$ cat config.mk
export PLATFORM = sky130hd
export DESIGN_NAME = ysyx_22040759_rd_arbiter_rr
export DESIGN_NICKNAME = d
export VERILOG_FILES = /design/src/rtl/ysyx_22040759_rd_arbiter_rr.sv
export SDC_FILE = /design/constraint.sdc
export NUM_CORES = 1
export LEC_CHECK = 0
export CAP_MARGIN = 20
export CORE_AREA = 10 10 151 153
export CTS_CLUSTER_DIAMETER = 60
export DETAILED_ROUTE_END_ITERATION = 10
export DIE_AREA = 0 0 161 163
export GPL_TIMING_DRIVEN = 0
export PLACE_DENSITY = 0.55
export SYNTH_ARGS = -nofsm -noshare
export SYNTH_HDL_FRONTEND = slang
export SYNTH_SLANG_ARGS = --single-unit
$ cat constraint.sdc
create_clock -name clk -period 2.1 [get_ports clk]
set_input_delay 0.42 -clock clk [delete_from_list [all_inputs] [get_ports clk]]
set_output_delay 0.42 -clock clk [all_outputs]
set_load 0.03 [all_outputs]
$ cat src/rtl/ysyx_22040759_rd_arbiter_rr.sv
// ysyx_22040759_rd_arbiter_rr
// N-master read-channel arbiter in front of a single AXI read bridge port.
// One read is outstanding at a time. The granted master keeps the bridge until
// its response returns or it withdraws its request. A response always costs one
// idle cycle before the next grant, so a master's stale valid is never re-granted.
//
// Build option:
//   YSYX_ARB_FIXED_PRIO_EN  defined     -> fixed priority (lowest index wins),
//                                          rr_ptr held at 0
//                           not defined -> round-robin starting at master 0
module ysyx_22040759_rd_arbiter_rr #(
    parameter int NUM_MST = 3,
    parameter int AW      = 64,
    parameter int DW      = 64
) (
    input  logic                   clk,
    input  logic                   rst,
    input  logic [NUM_MST-1:0]     m_req_valid_i,
    input  logic [NUM_MST*AW-1:0]  m_req_addr_i,
    input  logic [NUM_MST*2-1:0]   m_req_size_i,
    output logic [NUM_MST-1:0]     m_rsp_valid_o,
    output logic [DW-1:0]          m_rsp_data_o,
    output logic [NUM_MST-1:0]     m_grant_o,
    output logic                   s_req_valid_o,
    output logic [AW-1:0]          s_req_addr_o,
    output logic [1:0]             s_req_size_o,
    input  logic                   s_rsp_valid_i,
    input  logic [DW-1:0]          s_rsp_data_i
);

    // Pointer width; a non-power-of-2 master count wraps explicitly below.
    localparam int              PW       = (NUM_MST > 1) ? $clog2(NUM_MST) : 1;
    localparam logic [PW-1:0]   LAST_IDX = PW'(NUM_MST - 1);

    typedef enum logic {
        IDLE = 1'b0,
        BUSY = 1'b1
    } state_t;

    state_t              state;
    state_t              state_nxt;
    logic [NUM_MST-1:0]  grant;
    logic [NUM_MST-1:0]  grant_nxt;
    logic [PW-1:0]       rr_ptr;
    logic [PW-1:0]       win_idx;
    logic                req_any;
    logic                owner_valid;
    logic                busy;

    assign req_any     = |m_req_valid_i;
    assign owner_valid = |(grant & m_req_valid_i);
    assign busy        = (state == BUSY);

`ifdef YSYX_ARB_FIXED_PRIO_EN

    // Fixed priority: scan from the top down so the lowest valid index is the last write.
    always_comb begin
        // NOTE: every variable written here gets a default first, so no path can
        // leave it unassigned and infer a latch.
        win_idx = '0;
        for (int i = NUM_MST - 1; i >= 0; i--) begin
            if (m_req_valid_i[i]) begin
                win_idx = PW'(i);
            end
        end
    end

    assign rr_ptr = '0;

`else

    // Add an offset to a master index, wrapping at NUM_MST (not at 2**PW).
    function automatic logic [PW-1:0] wrap_add(input logic [PW-1:0] base, input int off);
        logic [PW:0] sum;
        sum = {1'b0, base} + (PW+1)'(off);
        if (sum >= (PW+1)'(NUM_MST)) begin
            sum = sum - (PW+1)'(NUM_MST);
        end
        return sum[PW-1:0];
    endfunction

    // Round-robin: search upward from rr_ptr, first valid master wins.
    always_comb begin
        // NOTE: every variable written here gets a default first, so no path can
        // leave it unassigned and infer a latch.
        logic found;
        found   = 1'b0;
        win_idx = '0;
        for (int off = 0; off < NUM_MST; off++) begin
            if (!found && m_req_valid_i[wrap_add(rr_ptr, off)]) begin
                found   = 1'b1;
                win_idx = wrap_add(rr_ptr, off);
            end
        end
    end

    // Pointer moves past the winner on every grant; aborts leave it untouched.
    always_ff @(posedge clk) begin
        if (rst) begin
            rr_ptr <= '0;
        end else if (!busy && req_any) begin
            rr_ptr <= (win_idx == LAST_IDX) ? '0 : win_idx + PW'(1);
        end
    end

`endif

    // State and grant registers.
    always_ff @(posedge clk) begin
        // NOTE: sequential state uses non-blocking assignments so every register
        // samples the pre-edge values, independent of block ordering.
        if (rst) begin
            state <= IDLE;
            grant <= '0;
        end else begin
            state <= state_nxt;
            grant <= grant_nxt;
        end
    end

    // Next state: grant on request in IDLE, release on response or withdrawn request.
    always_comb begin
        state_nxt = state;
        grant_nxt = grant;
        case (state)
            IDLE: begin
                if (req_any) begin
                    state_nxt = BUSY;
                    grant_nxt = NUM_MST'(1) << win_idx;
                end
            end
            BUSY: begin
                // Response and abort both return to IDLE; only a response strobes a master.
                if (s_rsp_valid_i || !owner_valid) begin
                    state_nxt = IDLE;
                    grant_nxt = '0;
                end
            end
            default: begin
                state_nxt = IDLE;
                grant_nxt = '0;
            end
        endcase
    end

    // Address/size mux from the granted master; all zero while idle since grant is zero.
    always_comb begin
        s_req_addr_o = '0;
        s_req_size_o = '0;
        for (int i = 0; i < NUM_MST; i++) begin
            if (grant[i]) begin
                s_req_addr_o = s_req_addr_o | m_req_addr_i[i*AW +: AW];
                s_req_size_o = s_req_size_o | m_req_size_i[i*2 +: 2];
            end
        end
    end

    assign s_req_valid_o = busy && owner_valid;
    assign m_rsp_valid_o = grant & {NUM_MST{s_rsp_valid_i && busy}};
    assign m_rsp_data_o  = s_rsp_data_i;
    assign m_grant_o     = grant;

`ifndef SYNTHESIS
    // Grant is one-hot or zero, and only a busy arbiter holds a grant.
    a_grant_onehot: assert property (@(posedge clk) disable iff (rst)
        $onehot0(grant) && (busy || grant == '0));

    // A response strobe reaches at most one master.
    a_rsp_onehot: assert property (@(posedge clk) disable iff (rst)
        $onehot0(m_rsp_valid_o));
`endif

endmodule

; Word level (Yosys, flattened, before mapping)
; Cells that the tools add are included.
[word_totals]
ff_bits = 6
[classes]
addsub = 6
order_cmp = 6
eq_ne = 3
n_shift = 1
muxes = 27
bitwise = 7
n_reduce_logical = 13
[ops]
columns = cell, count
row1 = 64-bit 2-to-1 mux, 3
row2 = 64-bit bitwise OR, 2
row3 = 2-bit 2-to-1 mux, 10
row4 = "2-bit by 3-bit < comparator with 1-bit output, second input constant", 3
row5 = 1-bit 2-to-1 mux, 7
row6 = 3-bit bitwise AND, 2
row7 = 1-bit binary-select mux with 2-bit select, 3
row8 = "3-bit by 2-bit >= comparator with 1-bit output, second input constant", 2
row9 = 3-bit 2-to-1 mux, 2
row10 = 3-bit case mux with 2 select lines, 1
row11 = 3-bit OR reduction, 2
row12 = "2-bit subtractor, second input constant", 3
row13 = 1-bit logical AND, 5
row14 = 1-bit logical NOT, 4
row15 = 2-bit bitwise OR, 2
row16 = "2-bit by 1-bit adder with 3-bit output, second input constant", 1
row17 = "2-bit by 2-bit adder with 3-bit output, second input constant", 1
row18 = "1-bit by 2-bit << shifter with 3-bit output, first input constant", 1
row19 = "2-bit by 1-bit adder with 2-bit output, second input constant", 1
row20 = "2-bit == test, second input constant", 1
row21 = "2-bit >= comparator, second input constant", 1
row22 = "2-bit by 1-bit inequality test with 1-bit output, second input constant", 1
row23 = "2-bit inequality test, second input constant", 1
row24 = 1-bit case mux with 2 select lines, 1
row25 = other kinds (3), 3

; Longest topological paths before layout
[logic_depth]
depth_word = 14
ltp_mapped = 6
mapped_depth_nobuf = 6

; Least setup slack after synthesis
; Ideal clock, no wire load.
[synth_timing]
path_kind = register to output
from = register grant[2], in the netlist m_grant_o[2]
to = output port m_rsp_valid_o[2]
arrival_time_ns = 1.511
required_ns = 1.680
setup_slack_ns = 0.169
path_stages_with_launch = 5
cell_sequence = dfxtp_1 > buf_2 > clkbuf_1 > buf_2 > and3_1
[synth_via]
elab_chain_len = 1
[synth_lines]
columns = element, line
row1 = start: declaration, 42  ; logic [NUM_MST-1:0] grant;
row2 = start signal: assignment, 117  ; grant <= grant_nxt;
row3 = 3-bit bitwise AND, 159  ; assign m_rsp_valid_o = grant & {NUM_MST{s_rsp_valid_i && busy}};
row4 = end: declaration, 21  ; output logic [NUM_MST-1:0] m_rsp_valid_o,
; No other way between the ends.

; Final worst setup path
[layout_timing]
from = input port m_req_addr_i[70]
to = output port s_req_addr_o[6]
[layout_via]
elab_chain_len = 4
[layout_lines]
columns = element, line
row1 = start: declaration, 19  ; input logic [NUM_MST*AW-1:0] m_req_addr_i,
row2 = 64-bit bitwise OR (*), 152  ; s_req_addr_o = s_req_addr_o | m_req_addr_i[i*AW +: AW];
row3 = 64-bit 2-to-1 mux (*), 151  ; if (grant[i]) begin
row4 = 64-bit bitwise OR, 152
row5 = 64-bit 2-to-1 mux (*), 151
row6 = end: declaration, 25  ; output logic [AW-1:0] s_req_addr_o,
; Every way passes the cells marked *; elsewhere a longest branch is shown, timed or not.

==> results summary <==
In this run the worst hold path is classified as reg2reg. The final critical delay including setup and external delays came out at 2.092 ns. The fraction of registers with async set/reset is 0%. The cell area after synthesis is 1919 um2. Ranked by total cell area, the synthesized netlist is headed by sky130_fd_sc_hd__a222oi_1 (35%), sky130_fd_sc_hd__buf_4 (25%), sky130_fd_sc_hd__inv_1 (13%). The worst hold path terminates at rr_ptr[0]. The number of enable flip-flop cells after synthesis is 0. The Yosys step of the flow raised 0 warnings. Detailed placement finished with a half-perimeter wire length of 16.61 mm. In the finished design, the share of the clock period the worst path needs comes to 99.60%.

The global router's overall resource usage came out at 12.91%. The number of DRC markers in iteration 0 came out at 385. The average vias per placed instance is 3.976. For this run, the detailed router's first-pass iteration total came to 5.

The number of cells produced by synthesis is 269. The worst hold path cell count is 2. The floorplan die area came out at 26240 um2. The number of nets in the synthesized netlist came out at 541. The number of cells in the finished layout apart from fillers is 884. For the worst setup path, the data required time is 1.68 ns. The largest clock skew in the final design came out at 0.0007184 ns. The critical path is of the in2out type. The final total power is 0.002596 W. The power density over cell area came out at 451.9 nW/um2. The data arrival time of the critical path is 1.67 ns. The critical path capture point type is a primary output. Yosys instantiated no cell more often than sky130_fd_sc_hd__inv_1. The final weighted congestion in routability-driven placement is 0.8332.

Clock tree synthesis selected as its root buffer the cell sky130_fd_sc_hd__clkbuf_16. The synthesized area divided by synthesized cell count is 7.135 um2. The final layout net count is 888. The proportion of synthesized chip area in sequential cells came out at 6.258%. The die boundary width is 161 um. Timing would allow up to 478.1 MHz. By count the netlist is led by sky130_fd_sc_hd__inv_1 (69), sky130_fd_sc_hd__a222oi_1 (67), sky130_fd_sc_hd__buf_4 (64), sky130_fd_sc_hd__clkbuf_1 (14), sky130_fd_sc_hd__buf_2 (7). Counting both buffers and inverters, the worst setup path holds a total of 3. The largest buffer count on any clock path came out at 2. In the final layout, the share of cells above drive strength 1 is 24.43%. The number of levels in the clock H-tree came out at 1.

Clock tree synthesis found a total of 6 sinks. The height of the die is 163 um. The number of buffers inserted by hold repair at cts is 0. The number of failing hold endpoints at the final stage was 0.

For this configuration, the core starts out at a cell density of 9.641%. Traced cell by cell, the critical path runs through clkdlybuf4s50_1, a222oi_1, inv_1, buf_6. Cells fill 28.86% of the core in the end. The number of DRC violations after detailed routing is 0. The reg-to-reg critical path endpoint is rr_ptr[0]. The max-capacitance violation count came out at 0. The launch instance of the worst min-delay path is rr_ptr[0].

The synthesis-to-finish area growth is 199.3%. Setup repair after global routing could not meet its margin everywhere. The pin count of the biggest net entering global routing is 11. The count of distinct cell types in the synthesized netlist is 30. STA classifies the critical path startpoint as a primary input. The storage element area came out at 127.6 um2. The final antenna diode count came out at 0.

The startpoint identified for the worst register-to-register timing path is rr_ptr[0]. The flip-flop and latch count after synthesis is 6. The share of the synthesized area in the top cell type came out at 34.94%. The multi-input combinational cells in the finished layout cover a total of 960.9 um2. The first global-routing pass estimated 25.90 mm of wire. The average wire length per cell after detail routing came out at 21.41 um. The number of top-level design ports is 405. The total CTS buffers is 3.

Input and output buffers added on the ports amount to 340. Summed over all instances, the cell type with the most area after synthesis is sky130_fd_sc_hd__a222oi_1. The instance count after placement with tap cells included is 879.

For this design, the slowest cell found on the critical path is sky130_fd_sc_hd__a222oi_1. The insertion delay of the later-clocked pin in the worst-skew pair came out at 0.23 ns. For this design the static power due to leakage is 2.797 nW. The headroom to the max-slew limit is 61.45%. The via count of the first global-routing pass came to 3776. The highest fanout seen on the critical path is 1. Setup violations remaining at the end of the flow were counted as 0. The number of rows in the core area is 52. The detail route stage leaves a number of antenna-violating nets equal to 0. The main flop type after synthesis is sky130_fd_sc_hd__dfxtp_1. The flow ran to the end, and the final reports show no timing, DRC or antenna violations. The worst vdd rail ir drop is 236.5 uV. Measured in cells, the most critical reg-to-reg path has a length of 6. Detailed routing inserted a total of 3515 vias.

The critical path's largest stage delay is 0.55 ns. Among cell families on the critical path, the largest total delay comes from buffers and inverters. Fill cells in the final layout number 2202. For this run the aggregate overflow at the end of global routing stands at 0. The core footprint came out at 19910 um2.

For this block, the routed nets add up to 18.93 mm of wire. The setup slack of the most critical reg-to-reg path is 0.28 ns. The measured slew at the worst slew-check pin is 0.5783 ns. After clock tree synthesis, the clock-pin slew on the worst setup and hold paths is 0.03 ns. The max-slew violation count is 0. TritonCTS built the clock tree. The number of antenna violations at the first check in global routing is 0.
==> area by class of cell <==
cell class                 count  area share, %
buffer                        86          12.57
inverter                      69          4.508
clock buffer                   3          1.307
sequential                     6          2.221
timing repair buffer         344          56.79
multi-input combinational    106          16.72
tap                          270          5.880
==> tightest hold or removal path, stage by stage, from the launching register on <==
cell,delay [ns]
sky130_fd_sc_hd__dfxtp_1,0.32
sky130_fd_sc_hd__nand3b_1,0.09
sky130_fd_sc_hd__o21ai_0,0.07
==> worst max-delay path by stage <==
stage | from | end | depth (start not counted)
4_1_cts | m_grant_o[0] | s_req_addr_o[6] | 5
5_1_grt | m_grant_o[0] | s_req_addr_o[6] | 4
3_5_place_dp | m_grant_o[0] | s_req_addr_o[6] | 5
6_report | m_req_addr_i[70] | s_req_addr_o[6] | 4
2_1_floorplan | m_grant_o[2] | m_rsp_valid_o[2] | 4
3_3_place_gp | m_grant_o[1] | s_req_addr_o[6] | 5
==> cells by family after synthesis <==
logic type	synth area share (%)
flip-flops	6.258
AND/OR/NAND/NOR	6.193
multiplexers	1.043
AO/OA/AOI/OAI	40.22
adder cells (fa/ha/maj)	2.608
buffers and inverters	43.68
==> flip-flops by register name (all words and copies together), names as in the netlist <==
register,cells
rr_ptr,2
busy,1
m_grant_o,3
==> stage by stage <==
stage          hold slack, ns  setup WS (ns)  setup TNS [ns]  instance area, um2
3_5_place_dp           0.5401        -0.7818          -30.76                5660
5_1_grt                0.5722       -0.07414        -0.08817                5746
2_1_floorplan          0.4891         0.1690               0                1919
6_report               0.5430       0.008461               0                5746
3_3_place_gp           0.5401        -0.7644          -30.51                5660
4_1_cts                0.5466       -0.07808        -0.09194                5798
==> power by group <==
group | total, W | internal [W] | switching [W]
Clock | 0.000303 | 0.000244 | 0.0000594
Combinational | 0.00213 | 0.00100 | 0.00113
Sequential | 0.000160 | 0.000130 | 0.0000298
==> placed cells by master, fill, tap and decap left out, types with 3 or more instances in the layout <==
cell	n
sky130_fd_sc_hd__clkdlybuf4s50_1	266
sky130_fd_sc_hd__buf_4	69
sky130_fd_sc_hd__inv_1	69
sky130_fd_sc_hd__a222oi_1	67
sky130_fd_sc_hd__buf_2	24
sky130_fd_sc_hd__dlygate4sd2_1	18
sky130_fd_sc_hd__clkbuf_2	13
sky130_fd_sc_hd__clkdlybuf4s15_2	13
sky130_fd_sc_hd__buf_6	11
sky130_fd_sc_hd__clkbuf_4	7
sky130_fd_sc_hd__clkbuf_16	5
sky130_fd_sc_hd__ha_1	4
sky130_fd_sc_hd__dfxtp_1	4
sky130_fd_sc_hd__clkbuf_8	3
sky130_fd_sc_hd__and3_1	3
sky130_fd_sc_hd__a22o_1	3
==> what timing repair did <==
action / CTS / global route
gates cloned: 1 / 1
pin swaps: 14 / 9
gates resized for setup: 271 / 38
setup endpoints to repair: 70 / 52
setup buffers: 1 / 1
hold endpoints to repair: 0 / 0
==> routing by layer <==
metal / vias up / wire [um] / global-route usage [%]
met4: 0 / 73 / 1.034
met5: - / 0 / 0
met3: 7 / 2034 / 4.853
met1: 1623 / 6901 / 13.89
met2: 238 / 9920 / 24.34
li1: 1647 / - / -
Power figures use the tool's default switching activity.
